File: src/rtl/spi_peripheral_word.sv
// SPI mode-0 peripheral exchanging 16-bit full-duplex words, oversampled by clk.
// Define SPI_PERIPHERAL_WIRQ_EN to add the wirq (write-request) output.
module spi_peripheral_word #(
  parameter logic [15:0] IDLE_PATTERN = 16'h0F0F,
  parameter int          SYNC_STAGES  = 2
) (
  input  logic        clk,
  input  logic        rst_n,
  input  logic        sclk,
  input  logic        csn,
  input  logic        copi,
  output logic        cipo,
  output logic [15:0] rx_data,
  output logic        rx_valid,
  output logic        rx_abort,
  input  logic [15:0] tx_data,
  input  logic        tx_valid,
  output logic        tx_ready,
  output logic        tx_underrun
`ifdef SPI_PERIPHERAL_WIRQ_EN
  ,
  output logic        wirq
`endif
);

  typedef enum logic [1:0] {WAIT_IDLE, IDLE, SHIFT} state_t;

  logic [SYNC_STAGES-1:0] sclk_sync, csn_sync, copi_sync;
  logic                   sclk_s, csn_s, copi_s;
  logic                   sclk_p1, csn_p1;
  logic                   sclk_rise, sclk_fall, csn_fall, csn_rise;

  state_t      state;
  logic [3:0]  bit_cnt;
  logic        wrap_pend;
  logic [15:0] rx_shift, tx_shift, hold;
  logic        rx_pend;
  logic        accept, word_start;

  assign sclk_s    = sclk_sync[SYNC_STAGES-1];
  assign csn_s     = csn_sync[SYNC_STAGES-1];
  assign copi_s    = copi_sync[SYNC_STAGES-1];
  assign sclk_rise = sclk_s & ~sclk_p1;
  assign sclk_fall = ~sclk_s & sclk_p1;
  assign csn_fall  = ~csn_s & csn_p1;
  assign csn_rise  = csn_s & ~csn_p1;

  // A word starts on chip-select fall, or on the fall that follows the 16th rise.
  always_comb begin
    accept     = tx_valid & tx_ready;
    word_start = 1'b0;
    case (state)
      IDLE:    word_start = csn_fall;
      SHIFT:   word_start = ~csn_rise & sclk_fall & wrap_pend;
      default: word_start = 1'b0;
    endcase
  end

  always_ff @(posedge clk) begin
    if (!rst_n) begin
      sclk_sync   <= '0;
      csn_sync    <= '0;
      copi_sync   <= '0;
      sclk_p1     <= 1'b0;
      csn_p1      <= 1'b0;
      state       <= WAIT_IDLE;
      bit_cnt     <= 4'd0;
      wrap_pend   <= 1'b0;
      rx_shift    <= '0;
      tx_shift    <= '0;
      hold        <= '0;
      rx_pend     <= 1'b0;
      rx_data     <= '0;
      rx_valid    <= 1'b0;
      rx_abort    <= 1'b0;
      tx_ready    <= 1'b1;
      tx_underrun <= 1'b0;
      cipo        <= 1'b0;
    end else begin
      // sync stages, then edge-detect register
      sclk_sync   <= {sclk_sync[SYNC_STAGES-2:0], sclk};
      csn_sync    <= {csn_sync[SYNC_STAGES-2:0], csn};
      copi_sync   <= {copi_sync[SYNC_STAGES-2:0], copi};
      sclk_p1     <= sclk_s;
      csn_p1      <= csn_s;

      rx_valid    <= rx_pend;
      rx_pend     <= 1'b0;
      rx_abort    <= 1'b0;
      tx_underrun <= 1'b0;
      cipo        <= tx_shift[15];

      if (accept) begin
        hold     <= tx_data;
        tx_ready <= 1'b0;
      end

      // A same-cycle write cannot be full here, so it survives an underrun start.
      if (word_start) begin
        if (!tx_ready) begin
          tx_shift <= hold;
          tx_ready <= 1'b1;
        end else begin
          tx_shift    <= IDLE_PATTERN;
          tx_underrun <= 1'b1;
        end
      end

      case (state)
        WAIT_IDLE: if (csn_s) state <= IDLE;
        IDLE: begin
          if (csn_fall) begin
            bit_cnt   <= 4'd0;
            wrap_pend <= 1'b0;
            rx_shift  <= '0;
            state     <= SHIFT;
          end
        end
        SHIFT: begin
          if (csn_rise) begin
            rx_abort  <= (bit_cnt != 4'd0);
            bit_cnt   <= 4'd0;
            wrap_pend <= 1'b0;
            rx_shift  <= '0;
            tx_shift  <= '0;
            state     <= IDLE;
          end else if (sclk_rise) begin
            rx_shift  <= {rx_shift[14:0], copi_s};
            bit_cnt   <= bit_cnt + 4'd1;
            wrap_pend <= (bit_cnt == 4'd15);
            if (bit_cnt == 4'd15) begin
              rx_data <= {rx_shift[14:0], copi_s};
              rx_pend <= 1'b1;
            end
          end else if (sclk_fall) begin
            wrap_pend <= 1'b0;
            if (!wrap_pend) tx_shift <= {tx_shift[14:0], 1'b0};
          end
        end
        default: state <= WAIT_IDLE;
      endcase
    end
  end

`ifdef SPI_PERIPHERAL_WIRQ_EN
  logic idle_nxt, hold_full_nxt;

  always_comb begin
    idle_nxt = 1'b0;
    case (state)
      WAIT_IDLE: idle_nxt = csn_s;
      IDLE:      idle_nxt = ~csn_fall;
      SHIFT:     idle_nxt = csn_rise;
      default:   idle_nxt = 1'b0;
    endcase
    hold_full_nxt = accept | (~tx_ready & ~word_start);
  end

  always_ff @(posedge clk) begin
    if (!rst_n) wirq <= 1'b0;
    else        wirq <= idle_nxt & hold_full_nxt;
  end
`endif

endmodule

File: config.mk
export PLATFORM = sky130hd
export DESIGN_NAME = spi_peripheral_word
export DESIGN_NICKNAME = d
export VERILOG_FILES = /design/src/rtl/spi_peripheral_word.sv
export SDC_FILE = /design/constraint.sdc
export NUM_CORES = 1
export LEC_CHECK = 0
export BUFFER_PORTS_ARGS = -buffer_cell sky130_fd_sc_hd__buf_2
export CAP_MARGIN = 30
export CORE_MARGIN = 5
export CORE_UTILIZATION = 25
export DETAILED_ROUTE_END_ITERATION = 8
export SLEW_MARGIN = 30
export SYNTH_ARGS = -nofsm -noshare
export SYNTH_HDL_FRONTEND = slang
export SYNTH_SLANG_ARGS = --single-unit
File: constraint.sdc
create_clock -name clk -period 2.1 [get_ports clk]
set_input_delay 0 -clock clk [delete_from_list [all_inputs] [get_ports clk]]
set_output_delay 0 -clock clk [all_outputs]
set_load 0.01 [all_outputs]
==> After elaboration in Yosys (flattened, before gate mapping) <==
Index checks and enable logic that the tools add are counted.
Widths: inputs -> output; s select.
{ "word_totals": {"reg_bits": 84, "inputBits": 22, "out_inout_bits": 21, "word_cells": 82} }
{ "op_classes": {"n_addsub": 1, "n_eq_ne": 8, "mux": 30, "bitwise_logic": 15, "reduce_logical": 10} }
{ "op_table": {"columns": ["operator", "count"], "rows": [
  ["$mux 16", 7],
  ["$mux 15", 3],
  ["$pmux 15 s2", 1],
  ["$mux 4", 3],
  ["$reduce_and 3->1", 4],
  ["$mux 1", 9],
  ["$not 1->1", 8],
  ["$pmux 4 s2", 1],
  ["$and 1x1->1", 7],
  ["$mux 2", 3],
  ["$ne 2x2->1 const B", 3],
  ["$pmux 2 s3", 1],
  ["$add 4x1->4 const B", 1],
  ["$eq 4x4->1 const B", 1],
  ["$ne 4x4->1 const B", 1],
  ["$pmux 1 s2", 2],
  ["$reduce_and 4->1", 1],
  ["$reduce_bool 4->1", 1],
  ["$reduce_or 4->1", 1],
  ["$ne 3x3->1 const B", 1],
  ["$eq 2x1->1 const B", 1],
  ["$eq 2x2->1 const B", 1],
  ["$logic_not 2->1", 1],
  ["$reduce_and 2->1", 1],
  ["$reduce_bool 2->1", 1]
]} }

==> Depth between registers and ports, before layout <==
{ "depth": {"depth_word": 12, "mapped_depth": 8, "depth_no_buf": 6} }

==> Worst setup path after synthesis <==
No wires, ideal clock.
{ "synth_timing": {"path_kind": "register -> register", "from": "register state[0]", "to": "register rx_shift[14]", "setup_time_ns": 0.119, "t_arrival_ns": 1.654, "t_required_ns": 1.981, "path_slack_ns": 0.327, "path_stages_with_launch": 9, "n_path_buf": 2, "period_less_slack_ns": 1.773, "cell_sequence": "dfxtp_1 inv_1 ha_1 buf_2 mux2i_1 nand2b_1 nand2_2 buf_6 o221a_2"} }
{ "synth_between": {"elab_chain_cells": 3, "elab_cells_between_ends": 7, "classes_between": "4 x eq/ne; 1 x mux; 2 x reduce/logical"} }
{ "synth_lines": {"columns": ["item", "line_no", "rtl"], "rows": [
  ["start, declared", "33", "state_t state;"],
  ["start signal, assigned", "66", "state <= WAIT_IDLE;"],
  ["start signal, assigned", "110", "WAIT_IDLE: if (csn_s) state <= IDLE;"],
  ["start signal, assigned", "116", "state <= SHIFT;"],
  ["$eq 2x2->1 / $eq 2x1->1 (equally long branches)", "109", "case (state)"],
  ["$ne 3x3->1 (no source line) (tied with other cells)", null, null],
  ["$reduce_and 3->1 (no source line)", null, null],
  ["end signal, assigned", "128", "rx_shift <= {rx_shift[14:0], copi_s};"],
  ["end, declared", "36", "logic [15:0] rx_shift, tx_shift, hold;"]
]} }
Parallel ways exist; a longest one is shown, timed or not.
A chain may end at the register's enable or synchronous reset.

==> Worst setup path after layout <==
{ "layout_timing": {"from": "register state[0]", "to": "register rx_data[5]"} }
{ "layout_between": {"elab_chain_cells": 2} }
{ "layout_lines": {"columns": ["item", "line_no", "rtl"], "rows": [
  ["$eq 2x2->1", "109", null],
  ["$reduce_and 4->1 (no source line)", null, null],
  ["end signal, assigned", "132", "rx_data <= {rx_shift[14:0], copi_s};"],
  ["end, declared", "13", "output logic [15:0] rx_data,"]
]} }
Every way passes these cells.

==> results.json <==
{
  "synthXorXnorAreaFrac_pct": 0.257,
  "crit_type": "flip-flop to flip-flop",
  "first_pass_iters": 4,
  "route.detailed.drc": 0,
  "min_from": "tx_valid",
  "p_total_uw": 3570,
  "avgSynthCellArea_sq_um": 9.54,
  "maxCapViolations": 0,
  "post_cts_buffers": 0,
  "whs_ns": 0.342,
  "grt_pass1_vias": 2712,
  "synthDistinctLibCells": 41,
  "r2r_setup_slack_ns": 0.17,
  "dp.cells": 558,
  "ys_warn_count": 0,
  "irDropWorstVdd_uv": 406,
  "synthAdderAreaFrac_pct": 3.30,
  "synth_top_family_by_area": "simple AND/OR/NAND/NOR gates",
  "grt_setup_unrepaired": "false",
  "worst_slew_margin_rel_pct": 52.0,
  "cp-start-kind": "flip-flop",
  "synth_ff_type": "dfxtp_1",
  "p_per_area_nw_per_um2": 841,
  "cp_max_fo": 16,
  "fillCellCount": 1394,
  "drive_gt1_share_pct": 19.4,
  "period_share_pct": 91.7,
  "skew_ns": 0.00668,
  "die_y_um": 127,
  "crit_path_max_incr_delay_ns": 0.40,
  "drtAntennaViolNets": 0,
  "yosys_register_bits": 84,
  "port_buffers": 42,
  "outcome": "complete, no violations",
  "overflow": 0,
  "row_count": 42,
  "p_leak_uw": 0.00174,
  "start_util_pct": 25.7,
  "netlist_area_sq_um": 3410,
  "synth-edff-count": 0,
  "core-area_sq_um": 13300,
  "seq_area_frac_synth_pct": 49.2,
  "chipWidth_um": 127,
  "syn_to_final_growth_pct": 24.4,
  "post_cts_resized": 0,
  "tritoncts": "done",
  "crit_required_ns": 2.30,
  "clockRootBuffer": "clkbuf_16",
  "synth_nets": 389,
  "grt_pass1_wl_mm": 12.9,
  "antenna_found_initial": 0,
  "holdCritPathClass": "input pin to flip-flop",
  "cts_buffers": 9,
  "synthMuxAreaShare_pct": 8.83,
  "synthArstFlopShare_pct": 0,
  "final.setup.tns_ns": 0,
  "gp_congestion": 0.839,
  "die_area_sq_um": 16100,
  "routed_via_density": 4.45,
  "timing.rr.start": "state[0]",
  "clkSinkCount": 84,
  "htreeDepth": 3,
  "synthCells": 358,
  "dpl.hpwl_mm": 5.12,
  "wl_per_cell_um": 12.3,
  "pin_count": 43,
  "reg2reg_depth": 7,
  "synthSimpleGateAreaFrac_pct": 19.1,
  "hold_viol_final": 0,
  "tightestPinTransition_ns": 0.701,
  "hold_path_depth": 4,
  "grt_use_total_pct": 9.78,
  "critPathCaptureType": "flip-flop",
  "path_cells": "inv_1 -> ha_1 -> inv_1 -> or3_1 -> buf_4 -> mux2i_1 -> nor2_1",
  "cts.clk_slew.worst_paths_ns": 0.06,
  "crit_top_cell": "inv_1",
  "finalNonFillerCells": 593,
  "timing.rr.end": "rx_data[5]",
  "arrival_ns": 2.12,
  "layout.area.seq_sq_um": 1680,
  "post-route-util_pct": 31.9,
  "nets": 444,
  "multi_input_area_sq_um": 1550,
  "clkLatencyLatePin_ns": 0.33,
  "drtIter0Drc": 125,
  "slew_violations": 0,
  "fin_crit_ns": 1.93,
  "grt_max_degree": 27,
  "setup_viol": 0,
  "ctsLongestPathBuffers": 2,
  "hold_end": "hold[8]",
  "crit_slowest_cell": "or3_1",
  "timing.fmax_ghz": 0.519,
  "synth_compound_area_share_pct": 14.0,
  "totalWireLength_mm": 7.31,
  "dr_total_vias": 2636,
  "antennaDiodeCount": 0
}
==> cells by family (layout without fill, tap and decap cells) <==
kind of cell,count (synthesis),count (layout)
AO/OA/AOI/OAI,65,65
XOR/XNOR,1,1
adder cells (fa/ha/maj),9,9
buffers and inverters,33,92
flip-flops,84,84
multiplexers,30,30
AND/OR/NAND/NOR,136,136
==> state kept, by name, summed over array words and instances, names as in the netlist, 2 cells and up <==
name       cells
tx_shift      16
state          2
bit_cnt        4
copi_sync      2
hold          16
rx_shift      15
csn_sync       2
sclk_sync      2
rx_data       16
==> power by group <==
group          total, uW  internal (uW)  switching, uW
logic                334            153            181
registers           1690           1650           40.7
clock network       1550            944            606
total               3570           2750            828
==> worst max-delay path by stage <==
| stage | start | end | slack, ns | cells past startpoint |
|---|---|---|---|---|
| global route | rst_n | rx_abort | 0.005 | 5 |
| CTS | rst_n | rx_abort | 0.15 | 5 |
| global placement | state[0] | rx_data[3] | 0.26 | 7 |
| floorplan | state[0] | rx_shift[14] | 0.33 | 8 |
| detailed placement | state[0] | rx_data[5] | 0.17 | 7 |
| finish | state[0] | rx_data[5] | 0.17 | 7 |
==> through the flow <==
stage | cell area [sq um] | setup slack (ns)
6_report | 4250 | 0.174
5_1_grt | 4250 | 0.00526
4_1_cts | 4250 | 0.152
3_5_place_dp | 3750 | 0.174
3_3_place_gp | 3750 | 0.255
2_1_floorplan | 3410 | 0.327
==> routing by layer <==
metal  wire [um]  share of wire [%]  vias up  GRT usage, %
li1            -                  -     1337             -
met1        3180                 44     1242          11.1
met2        3710                 51       50          17.2
met3         331                4.5        7          3.24
met4          87                1.2        0          3.15
met5           0                  0        -             0
==> synth_stat cells, types with 2 or more instances <==
cell type | n | area [sq um]
nor2_1 | 31 | 116
mux2i_1 | 29 | 290
nor3b_1 | 8 | 60.1
nor2b_1 | 9 | 56.3
dfxtp_1 | 84 | 1680
ha_1 | 9 | 113
nand2_1 | 56 | 210
nand2b_1 | 5 | 31.3
clkbuf_1 | 11 | 41.3
and2_1 | 12 | 75.1
o221a_2 | 14 | 158
o21ai_0 | 11 | 55.1
a21oi_1 | 22 | 110
o31ai_1 | 7 | 52.6
inv_1 | 9 | 33.8
buf_2 | 6 | 30.0
o2111ai_1 | 3 | 26.3
or3_1 | 2 | 12.5
nand3_1 | 5 | 25.0
buf_6 | 4 | 45.0
==> timing repair <==
| item | 4_1_cts | 5_1_grt |
|---|---|---|
| hold endpoints to repair | 20 | 0 |
| hold buffers | 20 | 0 |
| setup endpoints to repair | 0 | 0 |
==> layout make-up <==
| cell class | count | share of cell area, % |
|---|---|---|
| Clock buffer | 11 | 5.71 |
| Clock inverter | 4 | 1.18 |
| Inverter | 9 | 0.795 |
| Multi-Input combinational cell | 241 | 36.5 |
| Sequential cell | 84 | 39.6 |
| Tap cell | 176 | 5.18 |
| Timing Repair Buffer | 68 | 11.0 |
==> cells in the final DEF, fill, tap and decap left out, types with 2 or more instances in the layout <==
cell and n:
nor3b_1 8, buf_2 42, and2_1 12, dlygate4sd3_1 20, a21oi_1 22, clkinvlp_4 2
or3_1 2, inv_1 9, nor2_1 31, nand2b_1 5, o21ai_0 11, nand2_1 56
clkbuf_16 9, o221a_2 14, buf_4 5, mux2i_1 29, o2111ai_1 3, dfxtp_1 84
ha_1 9, nor2b_1 9, o31ai_1 7, nand3_1 5
==> worst max-delay path, delay by kind of cell, from the launching register on <==
| kind | cells | cell delay [ns] |
|---|---|---|
| adders and majority gates | 1 | 0.32 |
| buffers and inverters | 3 | 0.47 |
| DFF | 1 | 0.35 |
| muxes | 1 | 0.18 |
| and+or+nand+nor | 2 | 0.45 |
No activity file was read; power rests on OpenSTA's default activity.
